<file path="src/rtl/turn_signal_pkg.sv">
// Shared types and helpers for the sequential turn-signal controller.
// The brake override is built in when TURN_SIGNAL_BRAKE_EN is defined.
package turn_signal_pkg;

    typedef enum logic [2:0] {
        TS_IDLE    = 3'd0,
        TS_LEFT    = 3'd1,
        TS_RIGHT   = 3'd2,
        TS_HAZ_ON  = 3'd3,
        TS_HAZ_OFF = 3'd4
    } ts_state_t;

    localparam int unsigned TS_MAX_LAMPS = 16;

    // Thermometer code with the k lowest bits set; callers keep the low LAMPS bits.
    function automatic logic [TS_MAX_LAMPS-1:0] ts_thermo(input logic [4:0] k);
        logic [TS_MAX_LAMPS:0] ones;
        ones = (17'd1 << k) - 17'd1;
        return ones[TS_MAX_LAMPS-1:0];
    endfunction

endpackage

</file>
<file path="src/rtl/turn_signal_seq_step_prescaler.sv">
// Free-running step-rate divider: tick is high on one cycle out of every DIV.
// Used by turn_signal_seq (TURN_SIGNAL_BRAKE_EN has no effect here).
module step_prescaler #(
    parameter int DIV = 1
) (
    input  logic clk,
    input  logic reset,
    output logic tick
);

    localparam int CW = (DIV > 1) ? $clog2(DIV) : 1;
    localparam logic [CW-1:0] LAST = CW'(DIV - 1);

    logic [CW-1:0] cnt_r;
    logic [CW-1:0] cnt_s;

    // Next count: wrap to zero after the tick cycle.
    always_comb begin
        cnt_s = cnt_r;
        if (cnt_r == LAST) begin
            cnt_s = '0;
        end else begin
            cnt_s = cnt_r + {{(CW-1){1'b0}}, 1'b1};
        end
    end

    // Counter register; never restarted by requests.
    always_ff @(posedge clk or negedge reset) begin
        if (!reset) begin
            cnt_r <= '0;
        end else begin
            cnt_r <= cnt_s;
        end
    end

    assign tick = (cnt_r == LAST);

endmodule

</file>
<file path="src/rtl/turn_signal_seq.sv">
// Sequential turn-signal controller, LAMPS lamps per side, stepping every STEP_DIV cycles.
// Define TURN_SIGNAL_BRAKE_EN to add the brake port and its lamp override.
module turn_signal_seq
    import turn_signal_pkg::*;
#(
    parameter int LAMPS    = 3,
    parameter int STEP_DIV = 1
) (
    input  logic             clk,
    input  logic             reset,
    input  logic             left,
    input  logic             right,
    input  logic             hazard,
`ifdef TURN_SIGNAL_BRAKE_EN
    input  logic             brake,
`endif
    output logic [LAMPS-1:0] l,
    output logic [LAMPS-1:0] r
);

    localparam int KW = $clog2(LAMPS + 1);
    localparam logic [KW-1:0] K_ONE  = KW'(1);
    localparam logic [KW-1:0] K_LAST = KW'(LAMPS);

    ts_state_t   state_r;
    ts_state_t   state_s;
    logic [KW-1:0] k_r;
    logic [KW-1:0] k_s;
    logic          tick_s;
    logic          haz_req_s;

    logic [TS_MAX_LAMPS-1:0] thermo_full_s;
    logic [LAMPS-1:0]        thermo_s;
    logic [LAMPS-1:0]        fill_s;
    logic [LAMPS-1:0]        l_s;
    logic [LAMPS-1:0]        r_s;
    logic                    unused_thermo_s;

    step_prescaler #(.DIV(STEP_DIV)) u_prescaler (
        .clk   (clk),
        .reset (reset),
        .tick  (tick_s)
    );

    // Both turn levels together count as a hazard request, never as a turn.
    assign haz_req_s = hazard | (left & right);

`ifdef TURN_SIGNAL_BRAKE_EN
    assign fill_s = {LAMPS{brake}};
`else
    assign fill_s = '0;
`endif

    // State register; only advances on prescaler ticks.
    always_ff @(posedge clk or negedge reset) begin
        if (!reset) begin
            state_r <= TS_IDLE;
            k_r     <= K_ONE;
        end else if (tick_s) begin
            state_r <= state_s;
            k_r     <= k_s;
        end else begin
            state_r <= state_r;
            k_r     <= k_r;
        end
    end

    // Next-state logic; k parks at 1 outside a sequence so every run restarts innermost.
    always_comb begin
        state_s = state_r;
        k_s     = K_ONE;
        case (state_r)
            TS_IDLE: begin
                if (haz_req_s) begin
                    state_s = TS_HAZ_ON;
                end else if (left) begin
                    state_s = TS_LEFT;
                end else if (right) begin
                    state_s = TS_RIGHT;
                end else begin
                    state_s = TS_IDLE;
                end
            end
            TS_LEFT: begin
                if (haz_req_s) begin
                    state_s = TS_HAZ_ON;
                end else if (!left || (k_r == K_LAST)) begin
                    state_s = TS_IDLE;
                end else begin
                    state_s = TS_LEFT;
                    k_s     = k_r + K_ONE;
                end
            end
            TS_RIGHT: begin
                if (haz_req_s) begin
                    state_s = TS_HAZ_ON;
                end else if (!right || (k_r == K_LAST)) begin
                    state_s = TS_IDLE;
                end else begin
                    state_s = TS_RIGHT;
                    k_s     = k_r + K_ONE;
                end
            end
            TS_HAZ_ON: begin
                if (haz_req_s) begin
                    state_s = TS_HAZ_OFF;
                end else begin
                    state_s = TS_IDLE;
                end
            end
            TS_HAZ_OFF: begin
                if (haz_req_s) begin
                    state_s = TS_HAZ_ON;
                end else begin
                    state_s = TS_IDLE;
                end
            end
            default: begin
                state_s = TS_IDLE;
            end
        endcase
    end

    assign thermo_full_s   = ts_thermo(5'(k_r));
    assign thermo_s        = thermo_full_s[LAMPS-1:0];
    assign unused_thermo_s = ^thermo_full_s;

    // Moore lamp decode; an idle side takes the brake fill (zero when brake is absent).
    always_comb begin
        l_s = '0;
        r_s = '0;
        case (state_r)
            TS_IDLE: begin
                l_s = fill_s;
                r_s = fill_s;
            end
            TS_LEFT: begin
                l_s = thermo_s;
                r_s = fill_s;
            end
            TS_RIGHT: begin
                l_s = fill_s;
                r_s = thermo_s;
            end
            TS_HAZ_ON: begin
                l_s = '1;
                r_s = '1;
            end
            TS_HAZ_OFF: begin
                l_s = '0;
                r_s = '0;
            end
            default: begin
                l_s = '0;
                r_s = '0;
            end
        endcase
    end

    assign l = l_s;
    assign r = r_s;

endmodule

</file>
<file path="config.mk">
export PLATFORM = sky130hd
export DESIGN_NAME = turn_signal_seq
export DESIGN_NICKNAME = d
export VERILOG_FILES = /design/src/rtl/turn_signal_pkg.sv /design/src/rtl/turn_signal_seq_step_prescaler.sv /design/src/rtl/turn_signal_seq.sv
export SDC_FILE = /design/constraint.sdc
export NUM_CORES = 1
export LEC_CHECK = 0
export CORE_AREA = 8 8 45 47
export DETAILED_ROUTE_END_ITERATION = 16
export DIE_AREA = 0 0 53 55
export PLACE_DENSITY_LB_ADDON = 0.3
export SYNTH_ARGS = -nofsm -noshare
export SYNTH_HDL_FRONTEND = slang
export SYNTH_SLANG_ARGS = --single-unit
</file>
<file path="constraint.sdc">
create_clock -name clk -period 1.6 [get_ports clk]
set_input_delay 0.32 -clock clk [delete_from_list [all_inputs] [get_ports clk]]
set_output_delay 0.32 -clock clk [all_outputs]
set_load 0.01 [all_outputs]
</file>
==> impl_metrics.csv <==
group,metric,value,unit
layout,instances_no_fill,81,
power_and_ir_drop,psw,0.438,mW
synthesis,count_of_flip_flops_with_a_built_in_enable_after_synthesis,0,
layout,flow.area_growth_from_synthesis,46.3,%
drt,via_per_inst,4.53,
grt,antenna_found_initial,0,
setup_path,timing.critical_path.arrival,1390,ps
sta,post_route_skew,0.680,ps
synthesis,number_of_synthesized_register_bits,5,
placement,place.gp.congestion,0.714,
setup_path,r2r-start,"state_r[1]$_DFF_PN0_",
placement,dp.final_hpwl,744,um
sta,finalHoldWorstSlack,304,ps
setup_path,launching_element_of_the_worst_setup_path,"k_r[0]$_DFF_PN1_",
power_and_ir_drop,power.switching_fraction,0.417,
grt,first_global_vias,413,
power_and_ir_drop,share_seq_of_total_power,0.206,
setup_path,worst-r2r-setup-slack,210,ps
synthesis,post_synth_inst_count,45,
grt,global_route_wire_length_before_repair,1540,um
drt,drt_pre_antenna_iters,4,
power_and_ir_drop,power-per-cell-area,1770,nW/um^2
layout,post_route_cells_drive_above_1_share,0.400,
floorplanning,design.die.area,2920,um^2
synthesis,postSynthAreaPerCell,9.01,um^2
drt,route.final.wire_length,856,um
synthesis,syn_area,405,um^2
setup_path,worst_r2r_path_depth,4,
synthesis,ys.flop_type,"dfrtp_1",
floorplanning,die_h,55,um
sta,fin_ws,-110,ps
sta,layout_min_cycle_time,1710,ps
sta,worst_pin_slew,353,ps
placement,preCtsSetupSlack,-388,ps
power_and_ir_drop,combinationalPowerShare,0.662,
sta,final-max-slew-violation-count,0,
drt,wire_per_inst,10.6,um
clock_network,cts-root-to-sink-buffers,2,
layout,num-fill-cells,141,
drt,remaining_drc_errors,0,
clock_network,clock_tree.root_cell,"clkbuf_4",
setup_path,criticalPathCategory,"reg -> out",
grt,grt_start_max_net_pins,10,
clock_network,cts_setup_buffers,0,
job,cap_violations,0,
clock_network,tritoncts_clock_tree,"yes",
sta,rsz0062_at_grt,"yes",
setup_path,path_max_fanout,3,
synthesis,synth_warnings,0,
synthesis,seq_area_frac_synth,0.312,
power_and_ir_drop,share_clk_of_total_power,0.132,
sta,final.period_utilization,1.07,
floorplanning,initial_core_util,0.293,
placement,placed_cells,77,
setup_path,rr_endpoint,"k_r[1]$_DFF_PN0_",
clock_network,tritoncts_num_sinks,5,
setup_path,start_kind,"register",
drt,number_of_violations_reported_at_the_end_of_detailed_routing_iteration_0,7,
hold_path,hp-class,"in -> async",
setup_path,crit_path_end_kind,"output pin",
synthesis,postSynth.asyncResetShare,1.00,
clock_network,clock_transition_time_at_the_flip_flop_clock_pins_of_the_worst_setup_and_hold_paths,40,ps
grt,globalRouteTotalUtil,0.0686,
grt,grt_remaining_overflow,0,
floorplanning,floorplan.rows,14,
synthesis,synth_cell_type_count,23,
floorplanning,core_area,1380,um^2
clock_network,insertion_delay,230,ps
sta,slew_headroom,0.764,
floorplanning,die-width,53,um
clock_network,htree_levels,1,
setup_path,cp.required,1280,ps
clock_network,cts-hold-fix-buffers,0,
drt,drt.antenna.violating_nets,0,
status,failed_checks,"setup timing",
clock_network,cts_buffers,3,
sta,setup_viol,6,
drt,vias,367,
layout,antenna_cells_inserted,0,
power_and_ir_drop,worst_ir_drop_vdd,0.000661,V
synthesis,synth.net_count,54,
layout,nNetsFinal,75,
status,status,"finished, violations left",
placement,numPortBuffers,10,
power_and_ir_drop,cellInternalPower,0.612,mW
sta,max_freq,585,MHz
sta,final_hold_violating_endpoints,0,
floorplanning,ios,11,
power_and_ir_drop,leakagePower,0.293,nW
## cell type report
| cell class | instances | area [um^2] | area share |
|---|---|---|---|
| multi-input cells | 33 | 272 | 0.458 |
| repair buffers | 18 | 130 | 0.219 |
| flip-flops and latches | 5 | 126 | 0.213 |
| clock buffers | 4 | 26.3 | 0.0443 |
| well taps | 16 | 20.0 | 0.0338 |
| inverters | 5 | 18.8 | 0.0316 |
## cells in the final DEF (no fill, tap or decap), types with 2 or more instances in the layout
cell and n:
a21oi_2 2, buf_2 6, nor2_1 10, inv_1 4
clkbuf_4 3, o31ai_1 2, buf_4 8, clkdlybuf4s50_1 4
a2bb2oi_1 2, dfrtp_1 4, ha_1 2
## metal layers
| metal | vias to the layer above | wire length, um | global-route usage | part of all wire |
|---|---|---|---|---|
| met4 | 0 | 0 | 0.0259 | 0 |
| met3 | 0 | 39 | 0.0214 | 0.046 |
| met2 | 5 | 440 | 0.131 | 0.51 |
| li1 | 190 | - | - | - |
| met5 | - | 0 | 0 | 0 |
| met1 | 172 | 376 | 0.0678 | 0.44 |
## metrics by stage
| stage | util | setup TNS (ps) | cell area, um^2 | total power, mW |
|---|---|---|---|---|
| final | 0.429 | -440 | 593 | 1.05 |
| after global routing | 0.429 | -958 | 593 | 1.16 |
| after CTS | 0.427 | -529 | 591 | 1.07 |
| after detailed placement | 0.410 | -1880 | 567 | 0.977 |
| after global placement | 0.410 | -1810 | 567 | 0.973 |
| after floorplan | - | 0 | 405 | 0.652 |
## synth_stat cells (2+ instances only)
master     instances  area [um^2]
dfrtp_1            4          100
a2bb2oi_1          2         17.5
inv_1              5         18.8
a21oi_1            2         10.0
nor2_1            10         37.5
o31ai_1            2         15.0
ha_1               4         50.1
## flip-flops by register name (all words and copies together), names as in the netlist
| register | count |
|---|---|
| state_r | 3 |
| k_r | 2 |
## kinds of logic (layout without fill, tap and decap cells)
kind of cell,Yosys count,in the layout,synth area share
simple gates,17,17,0.238
fa+ha+maj,4,4,0.123
flops,5,5,0.312
xor+xnor,2,2,0.0432
compound gates,10,10,0.191
buf+inv,7,27,0.0926
## worst max-delay path: stages (launching register included)
cell     delay [ps]
dfstp_2         540
inv_2            40
ha_4            160
xnor2_2         130
nor2_1           50
nor2_1           90
buf_2           130
## worst max path at each step
stage	to	slack (ps)	cells after the start
2_1_floorplan	l[1]	70	5
3_3_place_gp	l[1]	-350	6
3_5_place_dp	l[1]	-390	6
4_1_cts	l[1]	-130	6
5_1_grt	l[1]	-200	6
6_report	l[1]	-110	6
## power by group through the flow
stage / clock network, mW / registers, mW / logic [mW]
2_1_floorplan: 0 / 0.210 / 0.443
6_report: 0.138 / 0.217 / 0.695
5_1_grt: 0.154 / 0.222 / 0.779
3_5_place_dp: 0 / 0.217 / 0.760
4_1_cts: 0.146 / 0.217 / 0.706
3_3_place_gp: 0 / 0.216 / 0.757
## what timing repair did
item,CTS,global route
endpoints found under the setup margin,6,6
pin swaps,5,2
gates resized for setup,30,1
endpoints found under the hold margin,0,0
No activity file was read; power rests on OpenSTA's default activity.
